<file path="config.mk">
export PLATFORM = sky130hd
export DESIGN_NAME = nec_command_decoder
export DESIGN_NICKNAME = d
export VERILOG_FILES = /design/src/rtl/nec_pkg.sv /design/src/rtl/nec_holdoff_timer.sv /design/src/rtl/nec_command_decoder.sv
export SDC_FILE = /design/constraint.sdc
export NUM_CORES = 1
export LEC_CHECK = 0
export CORE_MARGIN = 1.5
export CORE_UTILIZATION = 66
export CTS_BUF_LIST = sky130_fd_sc_hd__clkbuf_4 sky130_fd_sc_hd__clkbuf_8
export DETAILED_ROUTE_END_ITERATION = 6
export DONT_BUFFER_PORTS = 1
export HOLD_SLACK_MARGIN = 0.15
export PLACE_DENSITY = 0.91
export SLEW_MARGIN = 30
export SYNTH_ARGS = -nofsm -noshare
export SYNTH_HDL_FRONTEND = slang
export SYNTH_SLANG_ARGS = --single-unit
</file>
<file path="constraint.sdc">
create_clock -name clkIN -period 3.3 [get_ports clkIN]
set_input_delay 0.66 -clock clkIN [delete_from_list [all_inputs] [get_ports clkIN]]
set_output_delay 0.66 -clock clkIN [all_outputs]
set_load 0.02 [all_outputs]
</file>
<file path="src/rtl/nec_pkg.sv">
// Shared types for the NEC command decoder: FSM states, the captured frame
// layout and the per-byte bit reversal used at capture time.
package nec_pkg;

  typedef enum logic [1:0] {IDLE, CHECK, PENDING} nec_state_e;

  // Bytes stored in NEC order (bit0 = first transmitted bit).
  typedef struct packed {
    logic [7:0] addr;
    logic [7:0] addrInv;
    logic [7:0] cmd;
    logic [7:0] cmdInv;
  } nec_frame_t;

  // The receiver shifts the first bit into the byte MSB; NEC sends LSB first.
  function automatic logic [7:0] bit_rev8(input logic [7:0] b);
    logic [7:0] r;
    r = '0;
    for (int i = 0; i < 8; i++) r[i] = b[7-i];
    return r;
  endfunction

endpackage

</file>
<file path="src/rtl/nec_holdoff_timer.sv">
// Hold-off window timer: reloads on every accepted frame, counts down to zero
// and stays there. "Running" means the window has not yet elapsed.
module nec_holdoff_timer #(
  parameter int unsigned LOAD_VAL = 6_000_000
) (
  input  logic clkIN,
  input  logic nResetIN,
  input  logic loadIN,
  output logic runningOUT
);

  localparam int unsigned W = $clog2(LOAD_VAL + 1);
  localparam logic [W-1:0] LOAD_W = LOAD_VAL[W-1:0];
  localparam logic [W-1:0] ONE_W = {{(W-1){1'b0}}, 1'b1};

  logic [W-1:0] count;

  // Saturating down-counter; reset leaves the window expired.
  always_ff @(posedge clkIN or negedge nResetIN) begin
    if (!nResetIN)          count <= '0;
    else if (loadIN)        count <= LOAD_W;
    else if (count != '0)   count <= count - ONE_W;
  end

  assign runningOUT = (count != '0);

endmodule

</file>
<file path="src/rtl/nec_command_decoder.sv">
// NEC command decoder: validates complement bytes, filters by device address,
// tags repeats inside the hold-off window and offers commands over valid/ready.
// Build option: NEC_EXTENDED_ADDR_EN selects 16-bit extended addressing
// (no address complement check, full 16-bit address compare).
module nec_command_decoder
  import nec_pkg::*;
#(
  parameter int unsigned CLOCK_SPEED = 50_000_000,
  parameter int unsigned HOLDOFF_MS  = 120,
  parameter logic [15:0] DEVICE_ADDR = 16'h00FF,
  parameter bit          ADDR_FILTER = 1'b1
) (
  input  logic        clkIN,
  input  logic        nResetIN,
  input  logic        dataReceivedIN,
  input  logic [31:0] dataIN,
  input  logic        cmdReadyIN,
  output logic        cmdValidOUT,
  output logic [7:0]  cmdOUT,
  output logic [15:0] addrOUT,
  output logic        repeatOUT,
  output logic        errorOUT,
  output logic        overflowOUT
);

  localparam int unsigned HOLDOFF_CYCLES = CLOCK_SPEED / 1000 * HOLDOFF_MS;

  nec_state_e state, stateNext;
  nec_frame_t frame;
  logic [7:0] lastCmd;
  logic [15:0] addrFull;
  logic errCmd, errAddr, addrMatch, dropAddr;
  logic captureEn, loadOut, errSet, ovfSet, timerRunning;

  nec_holdoff_timer #(.LOAD_VAL(HOLDOFF_CYCLES)) uTimer (
    .clkIN      (clkIN),
    .nResetIN   (nResetIN),
    .loadIN     (loadOut),
    .runningOUT (timerRunning)
  );

  assign errCmd = (frame.cmd != ~frame.cmdInv);

`ifdef NEC_EXTENDED_ADDR_EN
  assign errAddr   = 1'b0;
  assign addrFull  = {frame.addrInv, frame.addr};
  assign addrMatch = (addrFull == DEVICE_ADDR);
`else
  assign errAddr   = (frame.addr != ~frame.addrInv);
  assign addrFull  = {8'h00, frame.addr};
  assign addrMatch = (frame.addr == DEVICE_ADDR[7:0]);
`endif

  assign dropAddr    = ADDR_FILTER && !addrMatch;
  assign cmdValidOUT = (state == PENDING);

  // State register.
  always_ff @(posedge clkIN or negedge nResetIN) begin
    if (!nResetIN) state <= IDLE;
    else           state <= stateNext;
  end

  // Next state and datapath strobes.
  always_comb begin
    stateNext = state;
    captureEn = 1'b0;
    loadOut   = 1'b0;
    errSet    = 1'b0;
    ovfSet    = 1'b0;
    case (state)
      IDLE: begin
        if (dataReceivedIN) begin
          captureEn = 1'b1;
          stateNext = CHECK;
        end
      end
      CHECK: begin
        // A pulse here is ignored: capture only happens in IDLE/PENDING.
        if (errCmd || errAddr) begin
          errSet    = 1'b1;
          stateNext = IDLE;
        end else if (dropAddr) begin
          stateNext = IDLE;
        end else begin
          loadOut   = 1'b1;
          stateNext = PENDING;
        end
      end
      PENDING: begin
        // A new frame wins; it only counts as overflow if the old one was not
        // taken in the same cycle.
        if (dataReceivedIN) begin
          captureEn = 1'b1;
          ovfSet    = !cmdReadyIN;
          stateNext = CHECK;
        end else if (cmdReadyIN) begin
          stateNext = IDLE;
        end
      end
      default: stateNext = IDLE;
    endcase
  end

  // Capture register, output register, last-command register and flags.
  always_ff @(posedge clkIN or negedge nResetIN) begin
    if (!nResetIN) begin
      frame       <= '0;
      lastCmd     <= '0;
      cmdOUT      <= '0;
      addrOUT     <= '0;
      repeatOUT   <= 1'b0;
      errorOUT    <= 1'b0;
      overflowOUT <= 1'b0;
    end else begin
      errorOUT <= errSet;
      if (ovfSet) overflowOUT <= 1'b1;
      if (captureEn) begin
        frame <= '{addr:    bit_rev8(dataIN[31:24]),
                   addrInv: bit_rev8(dataIN[23:16]),
                   cmd:     bit_rev8(dataIN[15:8]),
                   cmdInv:  bit_rev8(dataIN[7:0])};
      end
      if (loadOut) begin
        cmdOUT    <= frame.cmd;
        addrOUT   <= addrFull;
        repeatOUT <= (frame.cmd == lastCmd) && timerRunning;
        lastCmd   <= frame.cmd;
      end
    end
  end

endmodule

</file>
==> results.toml <==
[routing]
antenna_left = 0
drc_errors = 0
via_count = 2282
vias_per_cell = 6.037
drtIter0Drc = 153
wl_um = 6573
wl_per_cell_um = 17.39
drt_first_pass_iters = 4

[sta]
hold-worst-slack_ns = 0.1970
skew_ns = 0.01289
rsz0062_at_grt = "false"
max_freq_mhz = 375.2
setup_tns_ns = 0
hold_violations = 0
maxSlewViolCount = 0
period_needed_ns = 2.665
tightest_slew_ns = 0.7598
fin_crit_sh_pct = 80.77
finalSetupViolCount = 0
relSlewSlack_pct = 48.97
worst_slack_ns = 0.6346

[floorplan]
chipHeight_um = 76.31
core.rowCount = 26
dieWidth_um = 76.31
die_area_mm2 = 0.005823
start_util_pct = 69.01
coreArea_mm2 = 0.005140
ioPinCount = 64

[setup_path]
critPathKind = "register to register"
start_kind = "register"
critPathRequiredTime_ns = 3.55
r2r_cells = 5
r2r_start = "uTimer.count[7]$_DFFE_PN0P_"
path_max_fanout = 15
r2r-end = "uTimer.count[1]$_DFFE_PN0P_"
critPathCaptureType = "register"
r2r_slack_ns = 0.63
cp.arrival_ns = 2.91

[logic_synthesis]
synth_seq_cells = 76
ys.flop_type = "dfrtp_1"
synth_cells = 298
synth_warnings = 0
ys_types = 43
netlist_area_mm2 = 0.003547
async_flop_share_pct = 100.0
synth_edf_count = 0
seq_area_frac_synth_pct = 53.62
syn_avg_cell_area_um2 = 11.90

[cts]
clockBufferDepth = 2
cts_tree = "built"
insertion_delay_ns = 0.34
htree_levels = 3
clkSinkCount = 76
cts_resized = 0
clkTransAtPathRegs_ns = 0.08
cts_root_buffer = "clkbuf_8"
numCtsBuffers = 9

[final_layout]
layout.nets = 340
stdcell_area_mm2 = 0.003814
antennaDiodeCount = 0
final_cell_mix = "dfrtp_1, mux2_2, xor2_1, xnor2_1, nor2_1"
layout-drive-gt1-share_pct = 23.70
final_common_cell = "dfrtp_1"
fin_util_pct = 74.20
area_growth_pct = 7.513

[job]
drv_cap = 0

[status]
status = "finished, final reports clean"

[placement]
dp_hpwl_um = 4521
gp_congestion = 0.8737
post_dp_cell_area_mm2 = 0.003591
place_ws_ns = 0.6704
port_buffers = 0

[global_routing]
grt_pass1_wl_um = 11270
grt_max_degree = 77
first_global_vias = 2395
grt_overflow = 0
track_usage_pct = 25.20
antenna_found_initial = 0

[pwr]
power_density_mw_per_mm2 = 717.3
peakVddDrop_uv = 464.0
p_leak_nw = 1.692

[min_path]
worstHoldPathType = "input pin to async pin"
==> layout make-up <==
class                   count  area (um^2)
multi-input cells         207         1553
clock inverters             4        30.03
clock buffers              12        165.2
inverters                   3        11.26
repair buffers              6        65.06
flip-flops and latches     76         1902
fillers                   352         1326
well taps                  70        87.58
==> how the worst max path moves through the flow <==
| stage | startpoint | endpoint | slack (ns) | depth (start not counted) |
|---|---|---|---|---|
| CTS | uTimer.count[7]$_DFFE_PN0P_ | uTimer.count[1]$_DFFE_PN0P_ | 0.66 | 5 |
| floorplan | uTimer.count[7]$_DFFE_PN0P_ | uTimer.count[15]$_DFFE_PN0P_ | 1.01 | 6 |
| global route | uTimer.count[7]$_DFFE_PN0P_ | uTimer.count[1]$_DFFE_PN0P_ | 0.48 | 5 |
| finish | uTimer.count[7]$_DFFE_PN0P_ | uTimer.count[1]$_DFFE_PN0P_ | 0.63 | 5 |
| detailed placement | uTimer.count[7]$_DFFE_PN0P_ | uTimer.count[1]$_DFFE_PN0P_ | 0.67 | 5 |
| global placement | uTimer.count[7]$_DFFE_PN0P_ | uTimer.count[1]$_DFFE_PN0P_ | 0.77 | 5 |
==> state kept, by name, indices dropped and copies added (netlist names) <==
name and count:
frame 24, uTimer.count 23, addrFull 8, addrOUT 8, lastCmd 8, state 2, errorOUT 1, overflowOUT 1
repeatOUT 1
==> report_power, final <==
group          leakage, nW  internal [W]  switching (W)
registers            0.954       0.00112       0.000220
clock network       0.0990      0.000337       0.000336
logic                0.639      0.000339       0.000379
total                 1.69       0.00180       0.000935
==> cell usage after synthesis (6+ instances only) <==
| library cell | n | area, um^2 |
|---|---|---|
| nor2_1 | 14 | 52.55 |
| nand4_1 | 12 | 75.07 |
| nor4_1 | 6 | 37.54 |
| dfrtp_1 | 76 | 1902 |
| o21ai_0 | 6 | 30.03 |
| a21oi_1 | 6 | 30.03 |
| nor3_1 | 8 | 40.04 |
| mux2_2 | 41 | 461.7 |
| clkbuf_1 | 8 | 30.03 |
| nand2b_1 | 9 | 56.30 |
| nand2_1 | 11 | 41.29 |
| or3_1 | 10 | 62.56 |
| nand3_1 | 6 | 30.03 |
| xnor2_1 | 15 | 131.4 |
| buf_4 | 8 | 60.06 |
| xor2_1 | 21 | 183.9 |
==> per-stage QoR <==
| step | total power (W) | std cells |
|---|---|---|
| 3_5_place_dp | 0.002042 | 361 |
| 4_1_cts | 0.002750 | 378 |
| 5_1_grt | 0.002912 | 378 |
| 2_1_floorplan | 0.001878 | 305 |
| 3_3_place_gp | 0.002002 | 361 |
| 6_report | 0.002735 | 378 |
==> critical path: stages, from the launching register on <==
cell and delay [ns]:
dfrtp_1 0.42, or4_4 0.56, or3_4 0.37, nor4_4 0.72, and2b_2 0.29, a211oi_1 0.21
==> kinds of logic (layout without fill, tap and decap cells) <==
| family | count (synthesis) | count (layout) | synth area share (%) |
|---|---|---|---|
| compound gates | 28 | 28 | 5.397 |
| fa+ha+maj | 1 | 1 | 0.3527 |
| flops | 76 | 76 | 53.62 |
| buf+inv | 22 | 25 | 3.421 |
| mux | 41 | 41 | 13.02 |
| other cells | 1 | 8 | 0.1057 |
| simple gates | 93 | 93 | 15.20 |
| xor+xnor | 36 | 36 | 8.889 |
==> what timing repair did <==
item,in CTS,in global routing
hold buffers,1,0
endpoints found under the hold margin,76,0
buffers inserted,0,0
==> layer usage <==
metal	global-route usage (%)	vias to the layer above	part of all wire (%)	routed length, um
met5	0	-	0	0
met4	12.96	0	3.4	223
met3	8.862	21	6.5	424
met2	39.91	76	51	3323
met1	30.59	1131	40	2602
li1	-	1054	-	-
(Power assumes the default switching activity.)
